## config.mk

```make
export PLATFORM = sky130hd
export DESIGN_NAME = puf_crp_sequencer
export DESIGN_NICKNAME = d
export VERILOG_FILES = /design/src/rtl/puf_pkg.sv /design/src/rtl/puf_lfsr.sv /design/src/rtl/puf_crp_sequencer.sv
export SDC_FILE = /design/constraint.sdc
export NUM_CORES = 1
export LEC_CHECK = 0
export BUFFER_PORTS_ARGS = -buffer_cell sky130_fd_sc_hd__clkbuf_2
export CAP_MARGIN = 20
export CORE_UTILIZATION = 35
export DETAILED_ROUTE_END_ITERATION = 12
export SYNTH_ARGS = -nofsm -noshare
export SYNTH_HDL_FRONTEND = slang
export SYNTH_SLANG_ARGS = --single-unit
```

## constraint.sdc

```tcl
create_clock -name clk -period 2.2 [get_ports clk]
set_clock_uncertainty 0.05 [all_clocks]
set_input_delay 0.44 -clock clk [delete_from_list [all_inputs] [get_ports clk]]
set_output_delay 0.44 -clock clk [all_outputs]
set_load 0.02 [all_outputs]
```

## src/rtl/puf_pkg.sv

```systemverilog
// rtl/puf_pkg.sv - shared constants and FSM state type for the PUF CRP sequencer
//
// Purpose: default challenge width, default LFSR feedback mask and the
// sequencer state enum, shared by puf_lfsr and puf_crp_sequencer.
// Ports: none (package).
package puf_pkg;

  localparam int          C_LENGTH_DEFAULT = 8;
  // Fibonacci feedback mask; maximal length (period 255) for 8 bits.
  localparam logic [7:0]  TAPS_DEFAULT     = 8'hB8;

  typedef enum logic [2:0] {
    ST_IDLE   = 3'd0,
    ST_LOW    = 3'd1,
    ST_HIGH   = 3'd2,
    ST_SAMPLE = 3'd3,
    ST_OUT    = 3'd4
  } crp_state_t;

endpackage

```

## src/rtl/puf_lfsr.sv

```systemverilog
// rtl/puf_lfsr.sv - loadable/steppable Fibonacci LFSR for PUF challenges
//
// Purpose: holds the current challenge. A load takes seed (an all-zero seed
// is replaced by 1 so the register never locks up); a step shifts left and
// feeds back the parity of the tapped bits into bit 0.
// Ports:
//   clk   in   clock
//   rst   in   synchronous active-high reset (value -> 0)
//   load  in   load seed (takes priority over step)
//   step  in   advance one LFSR step
//   seed  in   C_LENGTH load value
//   value out  C_LENGTH current LFSR contents
module puf_lfsr
  import puf_pkg::*;
#(
  parameter int                   C_LENGTH = C_LENGTH_DEFAULT,
  parameter logic [C_LENGTH-1:0]  TAPS     = C_LENGTH'(TAPS_DEFAULT)
) (
  input  logic                clk,
  input  logic                rst,
  input  logic                load,
  input  logic                step,
  input  logic [C_LENGTH-1:0] seed,
  output logic [C_LENGTH-1:0] value
);

  logic feedback;

  assign feedback = ^(value & TAPS);

  always_ff @(posedge clk) begin
    if (rst) begin
      value <= '0;
    end else if (load) begin
      value <= (seed == '0) ? C_LENGTH'(1) : seed;
    end else if (step) begin
      value <= {value[C_LENGTH-2:0], feedback};
    end
  end

endmodule

```

## src/rtl/puf_crp_sequencer.sv

```systemverilog
// rtl/puf_crp_sequencer.sv - challenge generator, majority voter and CRP stream for the arbiter PUF
//
// Purpose: for each challenge, runs NVOTE evaluations (LOW phase, HIGH race
// pulse phase, one SAMPLE cycle), majority-votes the synchronized response
// and presents the challenge/response pair on a ready/valid stream.
// Ports:
//   clk           in   clock
//   rst           in   synchronous active-high reset
//   start         in   begin a run (honoured only in IDLE)
//   seed          in   C_LENGTH initial LFSR value (0 -> 1)
//   count         in   8  number of CRPs in the run (0 = empty run)
//   challenge_o   out  C_LENGTH challenge driven into the PUF
//   pulse_o       out  race pulse into the PUF (registered)
//   response_i    in   RESP_W PUF response, asynchronous to clk
//   out_valid     out  CRP available
//   out_ready     in   consumer accepts the CRP
//   out_challenge out  C_LENGTH challenge of the presented CRP
//   out_response  out  RESP_W voted response of the presented CRP
//   busy          out  FSM not in IDLE
//   done          out  one-cycle pulse at the end of a run
module puf_crp_sequencer
  import puf_pkg::*;
#(
  parameter int                   C_LENGTH = C_LENGTH_DEFAULT,
  parameter int                   RESP_W   = 8,
  parameter logic [C_LENGTH-1:0]  TAPS     = C_LENGTH'(TAPS_DEFAULT),
  parameter int                   NVOTE    = 5,
  parameter int                   SETTLE   = 4
) (
  input  logic                clk,
  input  logic                rst,
  input  logic                start,
  input  logic [C_LENGTH-1:0] seed,
  input  logic [7:0]          count,
  output logic [C_LENGTH-1:0] challenge_o,
  output logic                pulse_o,
  input  logic [RESP_W-1:0]   response_i,
  output logic                out_valid,
  input  logic                out_ready,
  output logic [C_LENGTH-1:0] out_challenge,
  output logic [RESP_W-1:0]   out_response,
  output logic                busy,
  output logic                done
);

  localparam int VW = $clog2(NVOTE + 1);
  localparam int PW = (SETTLE > 1) ? $clog2(SETTLE) : 1;

  crp_state_t          state, next_state;
  logic [PW-1:0]       phase;
  logic [VW-1:0]       eval_idx;
  logic [VW-1:0]       votes [RESP_W];
  logic [7:0]          remaining;
  logic [RESP_W-1:0]   sync1, sync2;
  logic [C_LENGTH-1:0] lfsr_value;

  logic start_accept;
  logic handshake;
  logic phase_last;
  logic run_last;

  puf_lfsr #(
    .C_LENGTH (C_LENGTH),
    .TAPS     (TAPS)
  ) u_lfsr (
    .clk   (clk),
    .rst   (rst),
    .load  (start_accept),
    .step  (handshake),
    .seed  (seed),
    .value (lfsr_value)
  );

  assign challenge_o = lfsr_value;
  assign busy        = (state != ST_IDLE);
  assign out_valid   = (state == ST_OUT);
  assign phase_last  = (phase == PW'(SETTLE - 1));
  assign run_last    = (remaining == 8'd1);

  // Two-flop synchronizer; the PUF response is not timed against clk.
  always_ff @(posedge clk) begin
    if (rst) begin
      sync1 <= '0;
      sync2 <= '0;
    end else begin
      sync1 <= response_i;
      sync2 <= sync1;
    end
  end

  always_ff @(posedge clk) begin
    if (rst) begin
      state <= ST_IDLE;
    end else begin
      state <= next_state;
    end
  end

  always_comb begin
    next_state   = state;
    start_accept = 1'b0;
    handshake    = 1'b0;
    case (state)
      ST_IDLE: begin
        if (start) begin
          start_accept = 1'b1;
          if (count != 8'd0) next_state = ST_LOW;
        end
      end
      ST_LOW: begin
        if (phase_last) next_state = ST_HIGH;
      end
      ST_HIGH: begin
        if (phase_last) next_state = ST_SAMPLE;
      end
      ST_SAMPLE: begin
        // eval_idx still holds the pre-increment value here.
        if (eval_idx == VW'(NVOTE - 1)) next_state = ST_OUT;
        else                            next_state = ST_LOW;
      end
      ST_OUT: begin
        if (out_ready) begin
          handshake  = 1'b1;
          next_state = run_last ? ST_IDLE : ST_LOW;
        end
      end
      default: next_state = ST_IDLE;
    endcase
  end

  // Phase counter runs only in LOW/HIGH and is zero everywhere else, so each
  // phase starts counting from 0.
  always_ff @(posedge clk) begin
    if (rst) begin
      phase <= '0;
    end else if ((state == ST_LOW || state == ST_HIGH) && !phase_last) begin
      phase <= phase + PW'(1);
    end else begin
      phase <= '0;
    end
  end

  always_ff @(posedge clk) begin
    if (rst) begin
      eval_idx  <= '0;
      remaining <= '0;
      for (int b = 0; b < RESP_W; b++) votes[b] <= '0;
    end else if (start_accept) begin
      eval_idx  <= '0;
      remaining <= count;
      for (int b = 0; b < RESP_W; b++) votes[b] <= '0;
    end else if (state == ST_SAMPLE) begin
      eval_idx <= eval_idx + VW'(1);
      for (int b = 0; b < RESP_W; b++) votes[b] <= votes[b] + VW'(sync2[b]);
    end else if (handshake) begin
      eval_idx  <= '0;
      remaining <= remaining - 8'd1;
      for (int b = 0; b < RESP_W; b++) votes[b] <= '0;
    end
  end

  // pulse_o follows the state being entered, so it is high exactly while the
  // FSM sits in HIGH and comes from a flop.
  always_ff @(posedge clk) begin
    if (rst) begin
      pulse_o <= 1'b0;
      done    <= 1'b0;
    end else begin
      pulse_o <= (next_state == ST_HIGH);
      done    <= (start_accept && count == 8'd0) || (handshake && run_last);
    end
  end

  assign out_challenge = out_valid ? lfsr_value : '0;

  always_comb begin
    out_response = '0;
    if (out_valid) begin
      for (int b = 0; b < RESP_W; b++) begin
        out_response[b] = (votes[b] > VW'(NVOTE / 2));
      end
    end
  end

endmodule

```

Word level (Yosys, flattened, before mapping):

Memories as Yosys holds them, arrays and structs flattened.
Index checks and enable logic that the tools add are counted.
Widths: inputs -> output; s select.

* logic and storage cells: 140
* memory bits (read-only): 0
* bits in latches: 0
* RAM bits: 24
* memories: 1
* register bits after elaboration: 42

Memories
* votes: words 8, bits a word 3, rd ports 8, clocked after memory_dff 0, write ports 8, line puf_crp_sequencer.sv:52 `logic [VW-1:0] votes [RESP_W];`

* add/sub/neg operators: 11
* equality and inequality tests: 9
* bitwise operators: 25
* reduce and logical (&&, ||, !) cells: 17
* shift-type cells: 0
* magnitude comparators: 8
* divide/modulo/power cells: 0
* mux-type cells: 60
* multipliers: 0

Operators by type and width (number)
* $mux 3: 32
* $mux 8: 8
* $add 3x1->3: 8
* $gt 3x2->1 const B: 8
* $or 1x1->1: 24
* $mux 1: 19
* $logic_not 8->1: 2
* $pmux 3 s5: 1
* $eq 3x2->1 const B: 3
* $eq 8x1->1 const B: 1
* $reduce_bool 8->1: 1
* $reduce_xor 8->1: 1
* $sub 8x1->8 const B: 1
* $eq 3x3->1 const B: 2
* $reduce_bool 2->1: 2
* $reduce_or 2->1: 2
* $add 3x1->3 const B: 1
* $eq 3x1->1 const B: 1
* $logic_and 1x1->1: 3
* $logic_not 3->1: 1
* $reduce_bool 3->1: 1
* $add 2x1->2 const B: 1
* $eq 2x2->1 const B: 1
* $logic_or 1x1->1: 2
* 4 further kinds: 4

Longest topological paths before layout:

* depth in word-level cells: 8
* mapped depth: 7

By module:

From an unflattened synthesis, not the netlist that was laid out.

* cell total of the unflattened synthesis: 319
* area, all modules: 3096.7 sq um

Modules (own cells, without submodules)
* puf_crp_sequencer: cells an instance 277, times used 1, area each 2667.6 sq um
* puf_lfsr: cells an instance 42, times used 1, area each 429.2 sq um

Worst setup path after synthesis:

OpenSTA, ideal clock, no wires.

* kind: flip-flop to output port
* start: register state[0]
* end: output port out_challenge[0]
* setup slack: 259 ps
* data required time: 1710 ps
* arrival: 1451 ps
* cell stages (with the launch flop): 6
* path buffers: 2
* path through: dfxtp_1 > buf_2 > or3b_1 > clkbuf_1 > inv_2 > and2_1

* longest elaborated chain between the ends: 2

Ends and longest elaborated chain
* from (decl): line puf_crp_sequencer.sv:49 `crp_state_t state, next_state;`
* from (signal assigned): line puf_crp_sequencer.sv:95 `state <= next_state;`
* $eq 3x3->1: line puf_crp_sequencer.sv:76 `assign out_valid = (state == ST_OUT);`
* via out_valid: line puf_crp_sequencer.sv:38 `output logic out_valid,`
* $mux 8: line puf_crp_sequencer.sv:174 `assign out_challenge = out_valid ? lfsr_value : '0;`
* to (decl): line puf_crp_sequencer.sv:40 `output logic [C_LENGTH-1:0] out_challenge,`

The timed path passes the listed nets, and every way through them passes these cells.

Worst setup path after layout:

* start: register state[0]
* end: output port out_challenge[0]

* longest elaborated chain between the ends: 2

Ends and longest elaborated chain (line)
* $eq 3x3->1: puf_crp_sequencer.sv:76
* $mux 8: puf_crp_sequencer.sv:174

Every way passes these cells.

==> results_tabular.tex <==
\begin{tabular}{lr}
\hline
Metric & Value \\
\hline
\multicolumn{2}{l}{\textbf{Run status}} \\
\quad Result of the run & complete, no violations \\
\multicolumn{2}{l}{\textbf{STA}} \\
\quad Maximum clock frequency & 0.484 GHz \\
\quad Final setup violation count & 0 \\
\quad Post-route setup TNS & 0 ns \\
\quad Hold Vio Cnt, Final & 0 \\
\quad Remaining max-slew budget at the tightest pin & 71.9\% \\
\quad Slew Limit Fails & 0 \\
\quad Unrepaired setup endpoints after global routing & false \\
\quad Actual transition at the worst max-transition pin & 0.419 ns \\
\quad Min cycle time layout & 2.07 ns \\
\quad Final period util & 94.0\% \\
\multicolumn{2}{l}{\textbf{Drt}} \\
\quad Routed wirelength normalized by instance count & 13.4 um \\
\quad Remaining number of nets flagged by the antenna check after routing & 0 \\
\quad Initial DRC count & 109 \\
\quad Via count & 2489 \\
\quad Total length of routed wires & 6.68 mm \\
\quad DRC errors left & 0 \\
\quad Number of optimization iterations in the first detailed-route pass & 4 \\
\quad Via count normalized by instance count & 5.01 \\
\multicolumn{2}{l}{\textbf{Clock tree}} \\
\quad Maximum clock path buffer count & 2 \\
\quad Number of gates resized after cts & 1 \\
\quad Clk sinks & 66 \\
\quad Clock tree from TritonCTS & yes \\
\quad Total clock buffers created by CTS & 9 \\
\quad Count of hold-fix buffers inserted at cts & 0 \\
\quad Htree depth & 3 \\
\quad Root buffer cell & clkbuf\_8 \\
\quad Clock Latency Late Sink & 0.34 ns \\
\quad Worst-path clk slew & 0.07 ns \\
\quad Setup bufs post-CTS & 0 \\
\multicolumn{2}{l}{\textbf{Place}} \\
\quad Number of I/O port buffers & 55 \\
\quad Final Wtd Congestion & 0.782 \\
\quad Cell count after placement & 482 \\
\quad HPWL Detailed & 4.76 mm \\
\multicolumn{2}{l}{\textbf{Synthesis}} \\
\quad Netlist area before placement & 3120 sq um \\
\quad Post-synth ARST share & 0\% \\
\quad Avg Synthesized Cell Area & 9.53 sq um \\
\quad Count of state elements after synthesis & 66 \\
\quad Cells taking the most area after synthesis & dfxtp\_1 35\%, edfxtp\_1 12\%, ha\_1 8.4\% \\
\quad Share of synthesized area occupied by flip-flops and latches & 46.1\% \\
\quad Proportion of netlist area held by the largest area contributor & 34.6\% \\
\quad Synth unique cells & 46 \\
\quad Number of flops mapped to enable cells by yosys & 12 \\
\quad Synth Flop Type & dfxtp\_1 \\
\quad Yosys warns & 0 \\
\quad Syn Inst Count & 328 \\
\quad Net count after synthesis & 377 \\
\quad Cell taking the most area after synthesis & dfxtp\_1 \\
\multicolumn{2}{l}{\textbf{Critical path}} \\
\quad Nature of the critical path endpoint & primary output \\
\quad Endpoint required time on the critical path & 1.71 ns \\
\quad Maximum fanout count along the critical path & 10 \\
\quad Reg2Reg Setup Slack & 0.31 ns \\
\quad Reg2reg end & u\_lfsr.value[0] \\
\quad Endpoint arrival time on the critical path & 1.58 ns \\
\quad Sort of element at the start of the critical path & flop \\
\quad Crit Path Category & reg2out \\
\quad Cell count of the worst reg-to-reg path & 5 \\
\quad Worst reg2reg startpoint & state[0] \\
\multicolumn{2}{l}{\textbf{Pwr}} \\
\quad Static Leak & 1.59 nW \\
\quad Overall Power & 2.53 mW \\
\quad Power density over the cells & 688 nW/um\^{}2 \\
\quad Maximum vdd ir drop & 0.260 mV \\
\multicolumn{2}{l}{\textbf{Floorplanning}} \\
\quad Die footprint & 9310 sq um \\
\quad Starting utilization of the core area & 36.0\% \\
\quad Height of the die & 96.5 um \\
\quad Num rows & 34 \\
\quad Floorplan core area & 8680 sq um \\
\quad Boundary Pins & 56 \\
\quad Horiz. Die Dim & 96.5 um \\
\multicolumn{2}{l}{\textbf{Min path}} \\
\quad Worst min-delay path startpoint & response\_i[5] \\
\quad Endpoint of the worst hold path & sync1[5] \\
\quad Type of the worst min-delay path & in2reg \\
\quad Hold path cells & 2 \\
\multicolumn{2}{l}{\textbf{Global route}} \\
\quad Number of antenna violations at the first check in global routing & 0 \\
\quad Pin count of the biggest net entering global routing & 22 \\
\quad Number of global-route vias before repair & 2409 \\
\quad Overall overflow remaining after global route & 0 \\
\quad Global routing usage summed across all routing layers & 15.8\% \\
\quad Wire length of the first global-routing pass & 11.2 mm \\
\multicolumn{2}{l}{\textbf{Layout}} \\
\quad Area delta synth->final & 17.9\% \\
\quad Total Nets Final & 434 \\
\quad Post-route non-filler standard cell count & 497 \\
\quad Total inserted antenna cells & 0 \\
\quad Post-Route Utilization & 42.4\% \\
\quad Fraction of layout cells with a size suffix above 1 & 22.9\% \\
\multicolumn{2}{l}{\textbf{Job}} \\
\quad Max-Cap Viols & 0 \\
\hline
\end{tabular}
worst max-delay path: stages, from the launching register on:
cell and delay, ns:
dfxtp_1 0.31, or3b_4 0.47, inv_2 0.16, and2_1 0.14, clkbuf_2 0.16
state kept, by name (all words and copies together), names as in the netlist:
name,cells
votes,24
remaining,8
sync1,8
sync2,8
u_lfsr.value,8
eval_idx,3
state,3
phase,2
done,1
pulse_o,1
placed cells by master (no fill, tap or decap), types with 2 or more instances in the layout:
cell / Yosys / layout
inv_1: 5 / 5
o211ai_1: 2 / 2
a31oi_1: 2 / 2
buf_4: 1 / 13
edfxtp_1: 12 / 12
clkbuf_1: 11 / 2
nor3_1: 7 / 7
clkbuf_2: 0 / 55
nor2b_1: 17 / 17
a22oi_1: 10 / 10
nor2_1: 50 / 50
nand2_1: 25 / 25
a211oi_1: 6 / 6
or4_1: 2 / 2
and2_1: 19 / 19
a21oi_1: 21 / 21
clkbuf_8: 0 / 11
mux2i_1: 2 / 2
xnor2_1: 10 / 10
and3_1: 2 / 2
o21ai_1: 2 / 2
o32ai_1: 2 / 2
nand4bb_1: 2 / 2
dfxtp_1: 54 / 54
ha_1: 21 / 21
a311oi_1: 7 / 7
nor4_1: 6 / 6
per-stage QoR:
stage	setup slack, ns	hold slack [ns]	cell area (sq um)
floorplan	0.259	0.347	3120
global placement	0.331	0.355	3510
detailed placement	0.309	0.365	3510
CTS	0.0913	0.248	3680
global route	0.0383	0.250	3680
finish	0.132	0.262	3680
kinds of logic (layout without fill, tap and decap cells):
family,after synthesis,count (layout),synth area share (%)
flip-flops,66,66,46.1
multiplexers,3,3,1.12
adder cells (fa/ha/maj),21,21,8.41
buffers and inverters,28,89,4.69
XOR/XNOR,10,10,2.80
AND/OR/NAND/NOR,145,145,25.0
AO/OA/AOI/OAI,55,55,11.9
cells in the mapped netlist (2+ instances only):
cell type,n
nor4_1,6
mux2i_1,2
inv_1,5
buf_2,6
a311oi_1,7
a21oi_1,21
and2_1,19
nor3_1,7
and3_1,2
a31oi_1,2
nand4bb_1,2
nor2b_1,17
a211oi_1,6
nand2_1,25
buf_6,4
ha_1,21
a22oi_1,10
nor2_1,50
o211ai_1,2
clkbuf_1,11
o32ai_1,2
or4_1,2
dfxtp_1,54
or3b_1,2
edfxtp_1,12
xnor2_1,10
o21ai_1,2
final cells by class:
type	instances	area, sq um
clock buffer	13	159
clock inverter	2	12.5
fill	892	5000
inverter	6	22.5
multi-input combinational	234	1540
sequential	66	1440
tap	108	135
timing repair buffer	68	373
where the power goes:
part | switching, mW | leakage (nW) | internal (mW)
combinational | 0.164 | 0.930 | 0.131
sequential | 0.0448 | 0.573 | 1.29
clock | 0.443 | 0.0855 | 0.464
layer usage:
layer / wire, um / up-vias / track usage, %
li1: - / 1260 / -
met1: 3300 / 1163 / 20.7
met2: 3020 / 55 / 25.2
met3: 254 / 11 / 3.36
met4: 109 / 0 / 6.62
met5: 0 / - / 0
how the worst max path moves through the flow:
stage          startpoint  depth (start not counted)               end
3_3_place_gp     state[0]                          4  out_challenge[1]
6_report         state[0]                          4  out_challenge[0]
5_1_grt          state[2]                          4  out_challenge[1]
3_5_place_dp     state[0]                          4  out_challenge[2]
2_1_floorplan    state[0]                          5  out_challenge[0]
4_1_cts          state[0]                          4  out_challenge[2]
Note: power is estimated with default switching activity, not from simulation.
